==> config.mk <==
export PLATFORM = sky130hd
export DESIGN_NAME = dds_ctrl_mc
export DESIGN_NICKNAME = d
export VERILOG_FILES = /design/src/rtl/dds_ctrl_mc.sv
export SDC_FILE = /design/constraint.sdc
export NUM_CORES = 2
export LEC_CHECK = 0
export CAP_MARGIN = 20
export CORE_MARGIN = 5
export CORE_UTILIZATION = 50
export CTS_CLUSTER_SIZE = 30
export DETAILED_ROUTE_END_ITERATION = 10
export PLACE_DENSITY = 0.68
export SETUP_SLACK_MARGIN = 0.05
export SYNTH_ARGS = -nofsm -noshare
export SYNTH_HDL_FRONTEND = slang
export SYNTH_SLANG_ARGS = --single-unit
==> constraint.sdc <==
create_clock -name i_clk -period 18 [get_ports i_clk]
set_input_delay 3.6 -clock i_clk [delete_from_list [all_inputs] [get_ports i_clk]]
set_output_delay 3.6 -clock i_clk [all_outputs]
set_load 0.05 [all_outputs]
==> src/rtl/dds_ctrl_mc.sv <==
// Multi-channel DDS control: channel-addressed config registers, one shared
// restoring divider for unit conversion, and a 3-stage gain/offset/saturate datapath.
module dds_ctrl_mc #(
  parameter int CH_NUM   = 2,
  parameter int FRQ_W    = 16,
  parameter int FWORD_W  = 27,
  parameter int FRQ_DEN  = 1000000,
  parameter int PWORD_W  = 8,
  parameter int DATA_W   = 14,
  parameter int AMP_FULL = 3000,
  parameter int OFS_FULL = 6000,
  localparam int CH_W    = (CH_NUM > 1) ? $clog2(CH_NUM) : 1
) (
  input  logic                        i_clk,
  input  logic                        i_rst_n,
  input  logic [CH_W-1:0]             i_cfg_ch,
  input  logic [2:0]                  i_cfg_sel,
  input  logic [15:0]                 i_cfg_data,
  input  logic                        i_cfg_vld,
  output logic                        o_cfg_rdy,
  output logic                        o_cfg_drop,
  output logic [CH_NUM-1:0]           o_run,
  output logic [CH_NUM*3-1:0]         o_mode,
  output logic [CH_NUM-1:0]           o_mode_vld,
  output logic [CH_NUM*FWORD_W-1:0]   o_fword,
  output logic [CH_NUM-1:0]           o_fword_vld,
  output logic [CH_NUM*PWORD_W-1:0]   o_pword,
  output logic [CH_NUM-1:0]           o_pword_vld,
  output logic [CH_NUM*10-1:0]        o_duty,
  output logic [CH_NUM-1:0]           o_duty_vld,
  input  logic [CH_NUM*DATA_W-1:0]    i_dds_data,
  input  logic                        i_dds_data_vld,
  output logic [CH_NUM*DATA_W-1:0]    o_pay_dds_data,
  output logic                        o_pay_vld
);

  localparam int NUM_W  = FRQ_W + FWORD_W;
  localparam int DEN_W  = 32;
  localparam int CNT_W  = $clog2(NUM_W);
  localparam int GAIN_W = 17;
  localparam int P_W    = DATA_W + GAIN_W;
  localparam int S_W    = DATA_W + 2;
  localparam logic [DATA_W-1:0] DMAX = '1;

  localparam logic [2:0] SEL_RUN   = 3'd0;
  localparam logic [2:0] SEL_TYPE  = 3'd1;
  localparam logic [2:0] SEL_FRQ   = 3'd2;
  localparam logic [2:0] SEL_AMP   = 3'd3;
  localparam logic [2:0] SEL_P2P   = 3'd4;
  localparam logic [2:0] SEL_OFS   = 3'd5;
  localparam logic [2:0] SEL_PHASE = 3'd6;
  localparam logic [2:0] SEL_DUTY  = 3'd7;

  typedef enum logic [1:0] {IDLE, LOAD, DIV, WB} state_e;

  state_e                             state_q;
  logic                               rdy_q, drop_q;
  logic [CH_NUM-1:0]                  run_q, mode_vld_q, fword_vld_q, pword_vld_q, duty_vld_q;
  logic [CH_NUM-1:0][2:0]             mode_q;
  logic [CH_NUM-1:0][FWORD_W-1:0]     fword_q;
  logic [CH_NUM-1:0][PWORD_W-1:0]     pword_q;
  logic [CH_NUM-1:0][9:0]             duty_q;
  logic [CH_NUM-1:0][GAIN_W-1:0]      gain_q;
  logic [CH_NUM-1:0][DATA_W-1:0]      ofs_q;
  logic [2:0]                         sel_q;
  logic [CH_W-1:0]                    ch_q;
  logic [15:0]                        data_q;
  logic [NUM_W-1:0]                   num_q;
  logic [DEN_W-1:0]                   den_q, rem_q;
  logic [CNT_W-1:0]                   cnt_q;

  logic                               cfg_ok;
  logic [15:0]                        amp_raw, amp_c, ph_c, ofs_c;
  logic [NUM_W-1:0]                   ld_num;
  logic [DEN_W-1:0]                   ld_den;
  logic [DEN_W:0]                     rem_sh;
  logic                               ge;

  assign cfg_ok = i_cfg_vld & rdy_q & ({1'b0, i_cfg_ch} < (CH_W+1)'(CH_NUM));

  // Divider operands are built from the latched write so the config port is free during LOAD.
  always_comb begin
    amp_raw = (sel_q == SEL_P2P) ? {4'b0, data_q[12:1]} : data_q;
    amp_c   = (amp_raw > 16'd4095) ? 16'd4095 : amp_raw;
    ph_c    = (data_q > 16'd3599) ? 16'd3599 : data_q;
    ofs_c   = (data_q > 16'(OFS_FULL)) ? 16'(OFS_FULL) : data_q;
    ld_num  = '0;
    ld_den  = '0;
    case (sel_q)
      SEL_FRQ: begin
        ld_num = NUM_W'(data_q[FRQ_W-1:0]) << FWORD_W;
        ld_den = DEN_W'(FRQ_DEN);
      end
      SEL_PHASE: begin
        ld_num = NUM_W'(ph_c) << PWORD_W;
        ld_den = DEN_W'(3600);
      end
      SEL_AMP, SEL_P2P: begin
        ld_num = NUM_W'(amp_c) << 16;
        ld_den = DEN_W'(AMP_FULL);
      end
      SEL_OFS: begin
        ld_num = NUM_W'(ofs_c) << DATA_W;
        ld_den = DEN_W'(OFS_FULL);
      end
      default: ;
    endcase
  end

  assign rem_sh = {rem_q, num_q[NUM_W-1]};
  assign ge     = rem_sh >= {1'b0, den_q};

  always_ff @(posedge i_clk or negedge i_rst_n) begin
    if (!i_rst_n) begin
      state_q     <= IDLE;
      rdy_q       <= 1'b1;
      drop_q      <= 1'b0;
      run_q       <= '1;
      mode_q      <= '0;
      mode_vld_q  <= '0;
      fword_vld_q <= '0;
      pword_vld_q <= '0;
      duty_vld_q  <= '0;
      pword_q     <= '0;
      ofs_q       <= '0;
      for (int c = 0; c < CH_NUM; c++) begin
        fword_q[c] <= FWORD_W'(64);
        duty_q[c]  <= 10'd1;
        gain_q[c]  <= GAIN_W'(65536);
      end
      sel_q  <= '0;
      ch_q   <= '0;
      data_q <= '0;
      num_q  <= '0;
      den_q  <= '0;
      rem_q  <= '0;
      cnt_q  <= '0;
    end else begin
      mode_vld_q  <= '0;
      fword_vld_q <= '0;
      pword_vld_q <= '0;
      duty_vld_q  <= '0;
      drop_q      <= i_cfg_vld & ~cfg_ok;
      case (state_q)
        IDLE: if (cfg_ok) begin
          case (i_cfg_sel)
            SEL_RUN:  run_q[i_cfg_ch] <= i_cfg_data[0];
            SEL_TYPE: begin
              mode_q[i_cfg_ch]     <= i_cfg_data[2:0];
              mode_vld_q[i_cfg_ch] <= 1'b1;
            end
            SEL_DUTY: begin
              duty_q[i_cfg_ch]     <= i_cfg_data[9:0];
              duty_vld_q[i_cfg_ch] <= 1'b1;
            end
            default: begin
              sel_q   <= i_cfg_sel;
              ch_q    <= i_cfg_ch;
              data_q  <= i_cfg_data;
              rdy_q   <= 1'b0;
              state_q <= LOAD;
            end
          endcase
        end
        LOAD: begin
          num_q   <= ld_num;
          den_q   <= ld_den;
          rem_q   <= '0;
          cnt_q   <= '0;
          state_q <= DIV;
        end
        DIV: begin
          num_q <= {num_q[NUM_W-2:0], ge};
          rem_q <= ge ? (rem_sh[DEN_W-1:0] - den_q) : rem_sh[DEN_W-1:0];
          cnt_q <= cnt_q + 1'b1;
          if (cnt_q == CNT_W'(NUM_W-1)) state_q <= WB;
        end
        WB: begin
          // num_q now holds the truncated quotient
          case (sel_q)
            SEL_FRQ: begin
              fword_q[ch_q]     <= num_q[FWORD_W-1:0];
              fword_vld_q[ch_q] <= 1'b1;
            end
            SEL_PHASE: begin
              pword_q[ch_q]     <= num_q[PWORD_W-1:0];
              pword_vld_q[ch_q] <= 1'b1;
            end
            SEL_AMP, SEL_P2P: gain_q[ch_q] <= num_q[GAIN_W-1:0];
            SEL_OFS: ofs_q[ch_q] <= (num_q > NUM_W'(DMAX)) ? DMAX : num_q[DATA_W-1:0];
            default: ;
          endcase
          rdy_q   <= 1'b1;
          state_q <= IDLE;
        end
        default: state_q <= IDLE;
      endcase
    end
  end

  logic [CH_NUM-1:0][P_W-1:0]    p_q;
  logic [CH_NUM-1:0][S_W-1:0]    s_q;
  logic [CH_NUM-1:0][DATA_W-1:0] out_q;
  logic [2:0]                    vld_sr_q;

  always_ff @(posedge i_clk or negedge i_rst_n) begin
    if (!i_rst_n) begin
      p_q      <= '0;
      s_q      <= '0;
      out_q    <= '0;
      vld_sr_q <= '0;
    end else begin
      vld_sr_q <= {vld_sr_q[1:0], i_dds_data_vld};
      for (int c = 0; c < CH_NUM; c++) begin
        p_q[c]   <= P_W'(i_dds_data[c*DATA_W +: DATA_W]) * P_W'(gain_q[c]);
        s_q[c]   <= S_W'(p_q[c] >> 16) + S_W'(ofs_q[c]);
        out_q[c] <= (s_q[c] > S_W'(DMAX)) ? DMAX : s_q[c][DATA_W-1:0];
      end
    end
  end

  assign o_cfg_rdy      = rdy_q;
  assign o_cfg_drop     = drop_q;
  assign o_run          = run_q;
  assign o_mode         = mode_q;
  assign o_mode_vld     = mode_vld_q;
  assign o_fword        = fword_q;
  assign o_fword_vld    = fword_vld_q;
  assign o_pword        = pword_q;
  assign o_pword_vld    = pword_vld_q;
  assign o_duty         = duty_q;
  assign o_duty_vld     = duty_vld_q;
  assign o_pay_dds_data = out_q;
  assign o_pay_vld      = vld_sr_q[2];

endmodule

==> results.json <==
{
  "ir_worst_vdd_mv": 0.0731,
  "clock_path_buffers": 3,
  "p_sw_frac": 0.219,
  "htree_levels": 2,
  "num_rows": 91,
  "crit_end": "p_q[22]",
  "start_kind": "input port",
  "cp_max_fo": 17,
  "slew-limit-headroom": 0.277,
  "clk_latency_ns": 0.57,
  "hold_start": "vld_sr_q[0]",
  "avgSynthCellArea_sq_um": 9.91,
  "cp_data_required_time_ns": 18.43,
  "core_area_sq_um": 61500,
  "grt_max_degree": 117,
  "finalSetupViolCount": 0,
  "synth_edf_count": 0,
  "syn_nets": 3762,
  "post-cts-setup-buffers": 0,
  "worstSetupPathType": "input port to flop",
  "overflow": 0,
  "synth_cell_types": 81,
  "ios": 189,
  "p_per_area_nw_per_um2": 51.8,
  "place_hpwl_um": 59500,
  "setup_ws_ns": 7.74,
  "synth-seq-area-share": 0.304,
  "drc": 0,
  "io_buffer_count": 188,
  "finalHoldViolations": 0,
  "grt_pass1_vias": 24300,
  "drive_above_1_share": 0.0699,
  "end_kind": "flop",
  "r2r_slack_ns": 11.02,
  "cap_violations": 0,
  "fmax_mhz": 97.5,
  "drt_wl_total_um": 79800,
  "clockRootBuffer": "clkbuf_16",
  "cts_sinks": 375,
  "antenna_left": 0,
  "worst_pin_slew_ns": 1.08,
  "ys.flop_type": "dfrtp_1",
  "r2r-start": "gain_q[1]",
  "finalSetupTns_ns": 0,
  "dieArea_sq_um": 66900,
  "synthesis.area_sq_um": 30900,
  "syn-instance-count": 3120,
  "ys_ff_latch": 375,
  "period_needed_ns": 10.26,
  "comb_power_share": 0.028,
  "via_count": 22600,
  "grt_pass1_wl_um": 132000,
  "synthToLayoutAreaGrowth_pct": 12.9,
  "switchingPower_uw": 395,
  "min_path_type": "flop to flop",
  "startpoint": "i_dds_data[9]",
  "firstDrtPassIters": 6,
  "drtIter0Drc": 1488,
  "rsz0062_at_grt": "no",
  "p_leak_uw": 0.0184,
  "fin_crit_sh": 0.570,
  "start_util": 0.503,
  "reg2reg_depth": 19,
  "pre_cts_ws_ns": 7.24,
  "gp_congestion": 0.915,
  "post_cts_resized": 0,
  "cts_made_buffers": 42,
  "cts_hold_buf": 0,
  "finalClockSkew_ns": 0.0269,
  "critPathArrivalTime_ns": 10.69,
  "p_int_uw": 1410,
  "wl_per_cell_um": 19.7,
  "nets": 3874,
  "clk_pin_slew_ns": 0.06,
  "status": "completed",
  "routed_via_density": 5.57,
  "cts_tree": "yes",
  "power_frac_seq": 0.467,
  "antenna_found_initial": 3,
  "slew_viol_final": 0,
  "worstReg2RegEnd": "p_q[22]",
  "clockPowerShare": 0.506,
  "yosys_warnings": 0,
  "die_h_um": 259,
  "dieWidth_um": 259,
  "ys_async_sr_fraction": 1.00,
  "track_usage": 0.244
}
## through the flow
step | instances | area [sq um] | utilization | hold slack (ns) | total power [uW]
after CTS | 4051 | 34900 | 0.567 | 0.354 | 1830
final | 4054 | 34900 | 0.568 | 0.352 | 1810
after global placement | 3976 | 33400 | 0.543 | 0.331 | 908
after floorplan | 3120 | 30900 | - | 0.331 | 869
after global routing | 4054 | 34900 | 0.568 | 0.367 | 1870
after detailed placement | 3976 | 33400 | 0.543 | 0.340 | 910
## how the worst min path moves through the flow
stage,end,slack [ns],depth (start not counted)
after global routing,vld_sr_q[1],0.37,0
after CTS,vld_sr_q[1],0.35,0
after floorplan,vld_sr_q[1],0.33,0
after global placement,vld_sr_q[2],0.33,0
final,vld_sr_q[1],0.35,0
after detailed placement,vld_sr_q[1],0.34,0
## cell type report
| cell class | instances | area, sq um |
|---|---|---|
| antenna | 1 | 2.50 |
| clock buffer | 53 | 1150 |
| clock inverter | 22 | 320 |
| fill | 5173 | 26600 |
| inverter | 431 | 1620 |
| multi-input combinational | 2179 | 19400 |
| sequential | 375 | 9400 |
| tap | 790 | 988 |
| timing repair buffer | 203 | 2010 |
## cell usage after synthesis, types with 44 or more instances
cell | count | share of area
nand2_1 | 439 | 0.053
a21oi_1 | 101 | 0.016
and2_1 | 222 | 0.045
xnor2_1 | 44 | 0.012
o21ai_0 | 96 | 0.016
fa_1 | 355 | 0.23
nor2_1 | 142 | 0.017
inv_1 | 431 | 0.052
nand3_1 | 44 | 0.0071
mux2_2 | 104 | 0.038
clkbuf_1 | 129 | 0.016
dfrtp_1 | 366 | 0.30
ha_1 | 235 | 0.095
## cells by family after synthesis
logic type,Yosys count,synth area share
AO/OA/AOI/OAI,381,0.0824
XOR/XNOR,64,0.0181
adder cells (fa/ha/maj),590,0.325
buffers and inverters,566,0.0691
flip-flops,375,0.304
multiplexers,117,0.0421
AND/OR/NAND/NOR,1027,0.160
## critical path, cell delays in order
cell,delay [ns]
clkdlybuf4s50_1,0.82
and2_1,0.40
fa_1,0.50
inv_1,0.05
fa_1,0.48
inv_1,0.06
fa_1,0.51
fa_1,0.52
fa_1,0.55
inv_1,0.06
fa_1,0.53
inv_1,0.04
ha_1,0.28
and4_1,0.17
o2111ai_1,0.12
o21ba_2,0.22
o21ai_0,0.67
o21ai_0,0.29
a21oi_1,0.44
mux2i_1,0.24
o2111ai_1,0.12
## power by group through the flow
| stage | clock [uW] | sequential, uW | combinational (uW) |
|---|---|---|---|
| after floorplan | 0 | 860 | 8.93 |
| after global placement | 0 | 859 | 49.1 |
| after detailed placement | 0 | 859 | 50.6 |
| after CTS | 935 | 844 | 50.7 |
| after global routing | 970 | 843 | 55.5 |
| final | 914 | 844 | 50.3 |
## sequential cells by signal, indices dropped and copies added, names as in the netlist, 16 cells and up
| signal | cells |
|---|---|
| o_pword | 16 |
| num_q | 43 |
| gain_q | 34 |
| p_q | 30 |
| ofs_q | 28 |
| o_fword | 54 |
| o_pay_dds_data | 28 |
| s_q | 32 |
| o_duty | 20 |
| rem_q | 32 |
| data_q | 16 |
## routing by layer
layer  share of wire  GRT usage
met5               0          0
met3           0.084     0.0601
met2            0.46      0.389
met1            0.42      0.334
met4           0.031     0.0735
## placed cells by master, fill, tap and decap left out, types with 7 or more instances in the layout
cell type	n
o21ai_0	96
nor3_1	33
a211o_1	11
a221oi_1	19
inv_1	431
xnor2_1	44
nand4_1	15
a21oi_1	101
nand2b_1	13
mux2i_1	13
nand3_1	44
clkbuf_16	43
nand2_1	439
fa_1	355
nor2_1	139
nand3b_1	9
a22o_1	7
nor4_1	12
a21boi_0	8
o211ai_1	7
o2bb2ai_1	12
and3_1	21
or3_1	34
a21o_1	25
a211oi_1	14
bufinv_16	7
and2_1	222
clkdlybuf4s50_1	187
mux2_2	104
xor2_1	20
clkinv_2	8
buf_4	13
ha_1	233
dfstp_2	9
nor2b_1	17
a31oi_1	12
dfrtp_1	366
Note: power is estimated with default switching activity, not from simulation.
